$ cat src/rtl/ai_mem_arbiter_if.sv
// ai_mem_arbiter_if
//   Bundles the three requester descriptor channels and the single burst
//   memory command/beat port shared by the round-robin memory arbiter.
//
//   master : arbiter side (drives mem command, done pulses, grant_id, busy)
//   slave  : environment side (requesters + memory; drives req/addr/len,
//            mem_ack, mem_beat)
//
//   rdN/wr2_req   requester holds high until its done pulse
//   rdN/wr2_addr  burst base address
//   rdN/wr2_len   burst length in beats
//   rdN/wr2_done  one-cycle completion pulse
//   mem_req/we/addr/len  burst command, held until mem_ack
//   mem_ack       memory accepts the command
//   mem_beat      one data beat transferred
//   grant_id      owner of current/last burst
//   busy          arbiter not idle
interface ai_mem_arbiter_if #(
    parameter int ADDR_W = 32,
    parameter int LEN_W  = 16
);
    logic              rd0_req;
    logic [ADDR_W-1:0] rd0_addr;
    logic [LEN_W-1:0]  rd0_len;
    logic              rd0_done;

    logic              rd1_req;
    logic [ADDR_W-1:0] rd1_addr;
    logic [LEN_W-1:0]  rd1_len;
    logic              rd1_done;

    logic              wr2_req;
    logic [ADDR_W-1:0] wr2_addr;
    logic [LEN_W-1:0]  wr2_len;
    logic              wr2_done;

    logic              mem_req;
    logic              mem_we;
    logic [ADDR_W-1:0] mem_addr;
    logic [LEN_W-1:0]  mem_len;
    logic              mem_ack;
    logic              mem_beat;

    logic [1:0]        grant_id;
    logic              busy;

    modport master (
        input  rd0_req, rd0_addr, rd0_len,
        input  rd1_req, rd1_addr, rd1_len,
        input  wr2_req, wr2_addr, wr2_len,
        output rd0_done, rd1_done, wr2_done,
        output mem_req, mem_we, mem_addr, mem_len,
        input  mem_ack, mem_beat,
        output grant_id, busy
    );

    modport slave (
        output rd0_req, rd0_addr, rd0_len,
        output rd1_req, rd1_addr, rd1_len,
        output wr2_req, wr2_addr, wr2_len,
        input  rd0_done, rd1_done, wr2_done,
        input  mem_req, mem_we, mem_addr, mem_len,
        output mem_ack, mem_beat,
        input  grant_id, busy
    );
endinterface

$ cat src/rtl/ai_mem_arbiter.sv
// ai_mem_arbiter
//   Round-robin arbiter sharing one burst memory port between IFM reads
//   (port 0), weight reads (port 1) and OFM writes (port 2). In IDLE it picks
//   the first asserted request starting at rr_ptr, latches that descriptor,
//   issues it until mem_ack, counts mem_beat down to completion and then
//   pulses the owner's done for one cycle.
//
//   clk  : rising-edge clock
//   rst  : synchronous active-low reset
//   bus  : ai_mem_arbiter_if.master (requesters, memory port, grant_id, busy)
//
//   All outputs come straight from flops.
module ai_mem_arbiter #(
    parameter int ADDR_W = 32,
    parameter int LEN_W  = 16
) (
    input  logic                 clk,
    input  logic                 rst,
    ai_mem_arbiter_if.master     bus
);

    typedef enum logic [1:0] {IDLE, ISSUE, XFER, DONE} state_t;

    localparam logic [LEN_W-1:0] LEN_ONE = LEN_W'(1);

    state_t            state_q, state_d;
    logic [1:0]        rr_ptr_q, rr_ptr_d;
    logic [1:0]        grant_q, grant_d;
    logic [ADDR_W-1:0] addr_q, addr_d;
    logic [LEN_W-1:0]  len_q, len_d;
    logic [LEN_W-1:0]  beat_cnt_q, beat_cnt_d;
    logic              we_q, we_d;
    logic              mem_req_q, mem_req_d;
    logic              busy_q, busy_d;
    logic [2:0]        done_q, done_d;

    logic [2:0]        req_vec;
    logic [1:0]        cand0, cand1, cand2;
    logic              pick_valid;
    logic [1:0]        pick_id;
    logic [ADDR_W-1:0] sel_addr;
    logic [LEN_W-1:0]  sel_len;

    function automatic logic [1:0] rr_next(input logic [1:0] p);
        return (p == 2'd2) ? 2'd0 : p + 2'd1;
    endfunction

    assign req_vec = {bus.wr2_req, bus.rd1_req, bus.rd0_req};

    // Search order rr_ptr, rr_ptr+1, rr_ptr+2 (mod 3).
    assign cand0 = rr_ptr_q;
    assign cand1 = rr_next(cand0);
    assign cand2 = rr_next(cand1);

    always_comb begin
        pick_valid = 1'b0;
        pick_id    = cand0;
        if (req_vec[cand0]) begin
            pick_valid = 1'b1;
            pick_id    = cand0;
        end else if (req_vec[cand1]) begin
            pick_valid = 1'b1;
            pick_id    = cand1;
        end else if (req_vec[cand2]) begin
            pick_valid = 1'b1;
            pick_id    = cand2;
        end
    end

    always_comb begin
        sel_addr = bus.rd0_addr;
        sel_len  = bus.rd0_len;
        case (pick_id)
            2'd1: begin
                sel_addr = bus.rd1_addr;
                sel_len  = bus.rd1_len;
            end
            2'd2: begin
                sel_addr = bus.wr2_addr;
                sel_len  = bus.wr2_len;
            end
            default: begin
                sel_addr = bus.rd0_addr;
                sel_len  = bus.rd0_len;
            end
        endcase
    end

    always_comb begin
        state_d    = state_q;
        rr_ptr_d   = rr_ptr_q;
        grant_d    = grant_q;
        addr_d     = addr_q;
        len_d      = len_q;
        we_d       = we_q;
        beat_cnt_d = beat_cnt_q;

        case (state_q)
            IDLE: begin
                if (pick_valid) begin
                    grant_d = pick_id;
                    addr_d  = sel_addr;
                    len_d   = sel_len;
                    we_d    = (pick_id == 2'd2);
                    // Zero-length bursts complete without touching memory.
                    state_d = (sel_len == '0) ? DONE : ISSUE;
                end
            end
            ISSUE: begin
                if (bus.mem_ack) begin
                    beat_cnt_d = len_q;
                    state_d    = XFER;
                end
            end
            XFER: begin
                if (bus.mem_beat) begin
                    if (beat_cnt_q != '0) begin
                        beat_cnt_d = beat_cnt_q - LEN_ONE;
                    end
                    if (beat_cnt_q == LEN_ONE) begin
                        state_d = DONE;
                    end
                end
            end
            DONE: begin
                rr_ptr_d = rr_next(grant_q);
                state_d  = IDLE;
            end
            default: state_d = IDLE;
        endcase

        // Outputs are registered from the next-state view so they line up
        // with the state they describe.
        mem_req_d = (state_d == ISSUE);
        busy_d    = (state_d != IDLE);
        done_d    = {grant_d == 2'd2, grant_d == 2'd1, grant_d == 2'd0}
                    & {3{state_d == DONE}};
    end

    always_ff @(posedge clk) begin
        if (!rst) begin
            state_q    <= IDLE;
            rr_ptr_q   <= '0;
            grant_q    <= '0;
            addr_q     <= '0;
            len_q      <= '0;
            we_q       <= 1'b0;
            beat_cnt_q <= '0;
            mem_req_q  <= 1'b0;
            busy_q     <= 1'b0;
            done_q     <= '0;
        end else begin
            state_q    <= state_d;
            rr_ptr_q   <= rr_ptr_d;
            grant_q    <= grant_d;
            addr_q     <= addr_d;
            len_q      <= len_d;
            we_q       <= we_d;
            beat_cnt_q <= beat_cnt_d;
            mem_req_q  <= mem_req_d;
            busy_q     <= busy_d;
            done_q     <= done_d;
        end
    end

    assign bus.mem_req  = mem_req_q;
    assign bus.mem_we   = we_q;
    assign bus.mem_addr = addr_q;
    assign bus.mem_len  = len_q;
    assign bus.grant_id = grant_q;
    assign bus.busy     = busy_q;
    assign bus.rd0_done = done_q[0];
    assign bus.rd1_done = done_q[1];
    assign bus.wr2_done = done_q[2];

endmodule

$ cat src/flat_wrapper.sv
// flat-port wrapper written by rule: the top's interface ports become plain ports
module ai_mem_arbiter_flat 
#(
    parameter int ADDR_W = 32,
    parameter int LEN_W  = 16
)
  (clk, rst, bus_rd0_req, bus_rd0_addr, bus_rd0_len, bus_rd1_req, bus_rd1_addr, bus_rd1_len, bus_wr2_req, bus_wr2_addr, bus_wr2_len, bus_rd0_done, bus_rd1_done, bus_wr2_done, bus_mem_req, bus_mem_we, bus_mem_addr, bus_mem_len, bus_mem_ack, bus_mem_beat, bus_grant_id, bus_busy);
  ai_mem_arbiter_if #(.ADDR_W(ADDR_W), .LEN_W(LEN_W)) bus_i ();
  input  logic clk;
  input  logic rst;
  input wire logic [$bits(bus_i.rd0_req)-1:0] bus_rd0_req;
  input wire logic [$bits(bus_i.rd0_addr)-1:0] bus_rd0_addr;
  input wire logic [$bits(bus_i.rd0_len)-1:0] bus_rd0_len;
  input wire logic [$bits(bus_i.rd1_req)-1:0] bus_rd1_req;
  input wire logic [$bits(bus_i.rd1_addr)-1:0] bus_rd1_addr;
  input wire logic [$bits(bus_i.rd1_len)-1:0] bus_rd1_len;
  input wire logic [$bits(bus_i.wr2_req)-1:0] bus_wr2_req;
  input wire logic [$bits(bus_i.wr2_addr)-1:0] bus_wr2_addr;
  input wire logic [$bits(bus_i.wr2_len)-1:0] bus_wr2_len;
  output wire logic [$bits(bus_i.rd0_done)-1:0] bus_rd0_done;
  output wire logic [$bits(bus_i.rd1_done)-1:0] bus_rd1_done;
  output wire logic [$bits(bus_i.wr2_done)-1:0] bus_wr2_done;
  output wire logic [$bits(bus_i.mem_req)-1:0] bus_mem_req;
  output wire logic [$bits(bus_i.mem_we)-1:0] bus_mem_we;
  output wire logic [$bits(bus_i.mem_addr)-1:0] bus_mem_addr;
  output wire logic [$bits(bus_i.mem_len)-1:0] bus_mem_len;
  input wire logic [$bits(bus_i.mem_ack)-1:0] bus_mem_ack;
  input wire logic [$bits(bus_i.mem_beat)-1:0] bus_mem_beat;
  output wire logic [$bits(bus_i.grant_id)-1:0] bus_grant_id;
  output wire logic [$bits(bus_i.busy)-1:0] bus_busy;
  assign bus_i.rd0_req = bus_rd0_req;
  assign bus_i.rd0_addr = bus_rd0_addr;
  assign bus_i.rd0_len = bus_rd0_len;
  assign bus_i.rd1_req = bus_rd1_req;
  assign bus_i.rd1_addr = bus_rd1_addr;
  assign bus_i.rd1_len = bus_rd1_len;
  assign bus_i.wr2_req = bus_wr2_req;
  assign bus_i.wr2_addr = bus_wr2_addr;
  assign bus_i.wr2_len = bus_wr2_len;
  assign bus_rd0_done = bus_i.rd0_done;
  assign bus_rd1_done = bus_i.rd1_done;
  assign bus_wr2_done = bus_i.wr2_done;
  assign bus_mem_req = bus_i.mem_req;
  assign bus_mem_we = bus_i.mem_we;
  assign bus_mem_addr = bus_i.mem_addr;
  assign bus_mem_len = bus_i.mem_len;
  assign bus_i.mem_ack = bus_mem_ack;
  assign bus_i.mem_beat = bus_mem_beat;
  assign bus_grant_id = bus_i.grant_id;
  assign bus_busy = bus_i.busy;
  ai_mem_arbiter #(.ADDR_W(ADDR_W), .LEN_W(LEN_W)) u_core (.clk(clk), .rst(rst), .bus(bus_i));
endmodule
$ cat config.mk
export PLATFORM = sky130hd
export DESIGN_NAME = ai_mem_arbiter_flat
export DESIGN_NICKNAME = d
export VERILOG_FILES = /design/src/rtl/ai_mem_arbiter_if.sv /design/src/rtl/ai_mem_arbiter.sv /design/src/flat_wrapper.sv
export SDC_FILE = /design/constraint.sdc
export NUM_CORES = 1
export LEC_CHECK = 0
export CAP_MARGIN = 20
export CORE_ASPECT_RATIO = 1.4
export CORE_MARGIN = 5
export CORE_UTILIZATION = 41
export DETAILED_ROUTE_END_ITERATION = 10
export PLACE_DENSITY = 0.85
export SLEW_MARGIN = 20
export SYNTH_ARGS = -nofsm -noshare
export SYNTH_HDL_FRONTEND = slang
export SYNTH_SLANG_ARGS = --single-unit
$ cat constraint.sdc
create_clock -name clk -period 4.2 [get_ports clk]
set_input_delay 1.26 -clock clk [delete_from_list [all_inputs] [get_ports clk]]
set_output_delay 1.26 -clock clk [all_outputs]
set_load 0.01 [all_outputs]
# Word-level counts from Yosys, hierarchy flattened
# Cells that the tools add are included.
# W data, S select, Z words.
[totals]
out_inout_bits = 56
wordCells = 71
register_bits = 76
[classes]
bitwise = 1
mux = 29
add_sub_neg = 4
n_reduce_logical = 8
magnitude_cmp = 3
n_eq_ne = 16
[op_table]
columns = ["cell", "count"]
rows = [
  ["$pmux W16 S2", 2],
  ["$pmux W32 S2", 1],
  ["$mux W16", 3],
  ["$mux W2", 13],
  ["$eq A16 B1 Y1 const B", 1],
  ["$eq A2 B2 Y1 const B", 8],
  ["$logic_not A16 Y1", 1],
  ["$reduce_bool A16 Y1", 1],
  ["$sub A16 B1 Y16 const B", 1],
  ["$lt A2 B3 Y1 const B", 3],
  ["$eq A2 B1 Y1 const B", 4],
  ["$pmux W2 S4", 1],
  ["$add A2 B1 Y2 const B", 3],
  ["$bmux W1 S2", 3],
  ["$mux W1", 6],
  ["$logic_not A2 Y1", 2],
  ["$ne A2 B2 Y1 const B", 2],
  ["$reduce_and A4 Y1", 1],
  ["$reduce_bool A2 Y1", 2],
  ["$and A3 B3 Y3", 1],
  ["$ne A2 B1 Y1 const B", 1],
  ["$reduce_and A2 Y1", 1],
]

# Logic depth before layout (Yosys ltp)
[depth]
word_depth = 17
ltp_mapped = 11
mapped_depth_nobuf = 10

# Worst setup path after synthesis
# No wires, ideal clock.
[synth_timing]
path_type = "input to register"
startpoint = "input port bus_rd1_req"
endpoint = "register u_core.done_q[0]"
n_path_buf = 1
cell_stages = 10
setup_ps = 92
required_time_ps = 4108
setup_slack_ps = 864
t_arrival_ps = 3244
cell_sequence = "inv_1 -> a22o_1 -> a32o_2 -> ha_1 -> buf_2 -> a221oi_1 -> o22ai_1 -> nor4_2 -> a31oi_1 -> nor4_1"
[synth_between]
elab_chain_cells = 13
[synth_rtl]
columns = ["element", "line_no", "rtl"]
rows = [
  ["from (decl)", "flat_wrapper.sv:14", "input wire logic [$bits(bus_i.rd1_req)-1:0] bus_rd1_req;"],
  ["$bmux W1 S2", "ai_mem_arbiter.sv:64", "end else if (req_vec[cand2]) begin"],
  ["$mux W1 (not written as such)", "ai_mem_arbiter.sv:64", ""],
  ["$mux W2", "ai_mem_arbiter.sv:64", ""],
  ["$mux W2", "ai_mem_arbiter.sv:61", "end else if (req_vec[cand1]) begin"],
  ["$mux W2", "ai_mem_arbiter.sv:58", "if (req_vec[cand0]) begin"],
  ["$eq A2 B2 Y1 / $eq A2 B1 Y1 (equally long branches)", "ai_mem_arbiter.sv:73", "case (pick_id)"],
  ["$pmux W16 S2", "ai_mem_arbiter.sv:73", ""],
  ["$logic_not A16 Y1", "ai_mem_arbiter.sv:106", "state_d = (sel_len == '0) ? DONE : ISSUE;"],
  ["$mux W2", "ai_mem_arbiter.sv:106", ""],
  ["$mux W2", "ai_mem_arbiter.sv:100", "if (pick_valid) begin"],
  ["$pmux W2 S4", "ai_mem_arbiter.sv:98", "case (state_q)"],
  ["$eq A2 B2 Y1", "ai_mem_arbiter.sv:137", "& {3{state_d == DONE}};"],
  ["$and A3 B3 Y3 *", "ai_mem_arbiter.sv:137", ""],
  ["to (signal assigned)", "ai_mem_arbiter.sv:162", "done_q <= done_d;"],
  ["to (decl)", "ai_mem_arbiter.sv:35", "logic [2:0] done_q, done_d;"],
]
# Every way passes the cells marked *; elsewhere a longest branch is shown, timed or not. The select of a mux whose other input is x is not followed.
# A chain may end at the register's enable or synchronous reset.

# Worst setup path in the final report
[layout_timing]
startpoint = "input port bus_rd0_req"
endpoint = "register u_core.done_q[2]"
[layout_between]
elab_chain_cells = 13
[layout_rtl]
columns = ["element", "line_no", "rtl"]
rows = [
  ["from (decl)", "flat_wrapper.sv:11", "input wire logic [$bits(bus_i.rd0_req)-1:0] bus_rd0_req;"],
  ["$bmux W1 S2", "ai_mem_arbiter.sv:64", ""],
  ["$mux W1 (not written as such)", "ai_mem_arbiter.sv:64", ""],
  ["$mux W2", "ai_mem_arbiter.sv:64", ""],
  ["$mux W2", "ai_mem_arbiter.sv:61", ""],
  ["$mux W2", "ai_mem_arbiter.sv:58", ""],
  ["$eq A2 B2 Y1 / $eq A2 B1 Y1 (equally long branches)", "ai_mem_arbiter.sv:73", ""],
  ["$pmux W16 S2", "ai_mem_arbiter.sv:73", ""],
  ["$logic_not A16 Y1", "ai_mem_arbiter.sv:106", ""],
  ["$mux W2", "ai_mem_arbiter.sv:106", ""],
  ["$mux W2", "ai_mem_arbiter.sv:100", ""],
  ["$pmux W2 S4", "ai_mem_arbiter.sv:98", ""],
  ["$eq A2 B2 Y1", "ai_mem_arbiter.sv:137", ""],
  ["$and A3 B3 Y3 *", "ai_mem_arbiter.sv:137", ""],
]
# Marked as above.

==> flow_summary.ini <==
[clock_tree]
htree_levels = 3
clkSinkCount = 76
num_cts_buffers = 9
clock_insertion_delay_worst_skew_ps = 330
cts.repair_timing.setup_buffer_count = 0
clock_path_buffers = 2
cts_tree = done
root_buffer = sky130_fd_sc_hd__clkbuf_16
path_clk_slew_ps = 60

[sta]
finClkSkew_ps = 5.32
period_share_pct = 95.7
worst-slew-pin-transition_ps = 816
post-route-min-period_ps = 4020
hold_violations = 0
max_freq_ghz = 0.249
relSlewSlack_pct = 45.5
setup_viol = 0
finalWorstSetupSlack_ps = 180
timing_max_transition_violations_final = 0

[setup_path]
setup.worst_path.class = in2reg
worst-endpoint-arrival_ps = 4260
crit_required_ps = 4440
worstPathMaxFanout = 21
worstSetupEndpointType = flop
worst_r2r_path_depth = 10
worstSetupStartpointType = input pin

[yosys]
yosys-top-cells-count = sky130_fd_sc_hd__nand2_1 (138), sky130_fd_sc_hd__dfxtp_1 (76), sky130_fd_sc_hd__a21oi_1 (63), sky130_fd_sc_hd__o21ai_0 (51), sky130_fd_sc_hd__a22oi_1 (36)
synthesized_netlist_cell_count = 582
synth_enable_flop_cells = 0
mappedNetlistNets = 737
ys_ff_latch = 76
post_synth_main_area_contributors = sky130_fd_sc_hd__dfxtp_1 (35%), sky130_fd_sc_hd__nand2_1 (12%), sky130_fd_sc_hd__a21oi_1 (7.3%)
yosysUniqueCellTypes = 55
asyncSetResetFlopFracSynth_pct = 0
yosys_most_used_dff = sky130_fd_sc_hd__dfxtp_1
synth_most_common_cell = sky130_fd_sc_hd__nand2_1
synth.largest_area_cell = sky130_fd_sc_hd__dfxtp_1
synth-warning-count = 0
synth_seq_area_share_pct = 35.2
netlist_area_pre_place_um2 = 4330
synth_top_area_share_pct = 35.2
synth.avg_cell_area_um2 = 7.43

[power]
post-layout-total-power_uw = 2360
share_comb_of_total_power_pct = 31.2
leakagePower_uw = 0.00251
vdd.ir_drop.worst_uv = 209
net_sw_share_pct = 29.8
sequential_power_share_pct = 35.5
cell_pwr_density_nw_per_um2 = 344
internal_power_uw = 1650
netsw_uw = 703
clockPowerShare_pct = 33.4

[detailed_routing]
drt_iter0_markers = 255
drt_wl_total_um = 16400
route.detailed.drc = 0
detail_route.wl_per_cell_um = 17.8
drt.antenna.violating_nets = 0
firstDrtPassIters = 4
drt-vias-per-instance = 5.56
via_count = 5103

[floorplanning]
floorplan.initialDensity_pct = 41.8
floorplan.io_pins = 207
die_y_um = 132
die_area_um2 = 12700
fp.coreArea_um2 = 10300
rows = 44
floorplan.die.width_um = 96.8

[placed_design]
gp_congestion = 0.926
place_hpwl_um = 12700
portbufs = 206
placed_cells_incl_taps = 900
post-place-ws_ps = -176

[final_layout]
finish.net_count = 928
fillers = 903
final_core_density_pct = 66.1
areaGrowthSynthToFinish_pct = 58.2
post_layout_nonfiller_instances = 917
layout-drive-gt1-share_pct = 8.61

[grt]
first_global_vias = 5226
grt_first_pass_wirelength_um = 25700
initial_antenna_violation_count = 1
grt_max_degree = 40
global_route.usage.total_pct = 24.7
grt_ovf = 0

[flow_run]
drv.max_cap_violation_count = 0

[status]
status = finished clean

[hold_path]
holdPathStages = 2
worst_hold_path_type = reg2reg
[sequential cells by signal, summed over array words and instances (netlist names)]
register / cells
u_core.bus.mem_addr: 32
u_core.beat_cnt_q: 16
u_core.bus.mem_len: 16
u_core.done_q: 3
u_core.bus.grant_id: 2
u_core.cand0: 2
u_core.state_q: 2
u_core.bus.busy: 1
u_core.bus.mem_req: 1
u_core.bus.mem_we: 1
[layout make-up]
type                            count  area (um2)  area share, %
Antenna cell                        1        2.50         0.0366
Timing Repair Buffer              227        2240           32.8
Clock buffer                       13         260           3.80
Sequential cell                    76        1520           22.2
Inverter                           10        37.5          0.548
Tap cell                          138         173           2.52
Multi-Input combinational cell    449        2560           37.4
Clock inverter                      3        45.0          0.658
[cell usage in the layout, fill, tap and decap left out, types with 3 or more instances in the layout]
cell / count
sky130_fd_sc_hd__a21boi_1: 3
sky130_fd_sc_hd__clkbuf_16: 9
sky130_fd_sc_hd__a22oi_1: 36
sky130_fd_sc_hd__nand3_1: 3
sky130_fd_sc_hd__a21oi_1: 63
sky130_fd_sc_hd__nand2_1: 138
sky130_fd_sc_hd__nor2b_1: 10
sky130_fd_sc_hd__and2_1: 3
sky130_fd_sc_hd__o41ai_1: 5
sky130_fd_sc_hd__o21ai_1: 7
sky130_fd_sc_hd__clkdlybuf4s50_1: 206
sky130_fd_sc_hd__a22o_1: 5
sky130_fd_sc_hd__a221oi_1: 7
sky130_fd_sc_hd__a21boi_0: 11
sky130_fd_sc_hd__inv_1: 8
sky130_fd_sc_hd__o22ai_1: 7
sky130_fd_sc_hd__o21ai_0: 51
sky130_fd_sc_hd__nor2_1: 28
sky130_fd_sc_hd__and2b_2: 7
sky130_fd_sc_hd__nor3_1: 18
sky130_fd_sc_hd__nor4_1: 6
sky130_fd_sc_hd__dfxtp_1: 76
sky130_fd_sc_hd__buf_4: 19
sky130_fd_sc_hd__a221oi_2: 6
[routing by layer]
layer	wire [um]	up-vias	global-route usage, %
met5	0	-	0
met4	802	0	13.4
met3	1220	51	6.52
met2	8770	230	46.8
met1	5570	2356	23.9
li1	-	2466	-
[cells by family (layout without fill, tap and decap cells)]
group	Yosys count	count (layout)	synth area share, %
simple gates	232	232	25.4
compound gates	213	213	31.7
flops	76	76	35.2
buf+inv	57	253	6.62
other cells	0	1	0
fa+ha+maj	4	4	1.16
[path summary, 6_finish.rpt]
kind / startpoint / to / slack (ps)
max: bus_rd0_req / u_core.done_q[2] / 180
min: u_core.bus.mem_addr[27] / u_core.bus.mem_addr[27] / 450
max reg2reg: u_core.cand0[0] / u_core.done_q[2] / 1360
min reg2reg: u_core.bus.mem_addr[27] / u_core.bus.mem_addr[27] / 450
[metrics by stage]
| stage | area (um2) | TNS, ps | hold slack (ps) |
|---|---|---|---|
| floorplan | 4330 | 0 | 458 |
| global placement | 6510 | 0 | 442 |
| detailed placement | 6510 | -729 | 446 |
| CTS | 6820 | 0 | 453 |
| global route | 6850 | -36.6 | 469 |
| finish | 6850 | 0 | 452 |
[timing repair]
item,4_1_cts,5_1_grt
hold buffers,0,0
gates resized for setup,0,3
setup endpoints to repair,0,5
[critical path: stages]
cell                              delay [ps]
sky130_fd_sc_hd__clkdlybuf4s50_1         560
sky130_fd_sc_hd__nor2b_1                 190
sky130_fd_sc_hd__o22ai_1                 110
sky130_fd_sc_hd__a32oi_2                 300
sky130_fd_sc_hd__inv_1                    80
sky130_fd_sc_hd__ha_2                    360
sky130_fd_sc_hd__a221oi_2                350
sky130_fd_sc_hd__o22ai_1                 130
sky130_fd_sc_hd__nor4_2                  320
sky130_fd_sc_hd__a31oi_1                 270
sky130_fd_sc_hd__nor4_1                  310
[power groups by stage]
stage	combinational [uW]	sequential [uW]	clock (uW)
floorplan	359	858	0
global placement	706	846	0
detailed placement	725	849	0
CTS	729	834	792
global route	799	842	821
finish	734	836	786
Power figures use the tool's default switching activity.
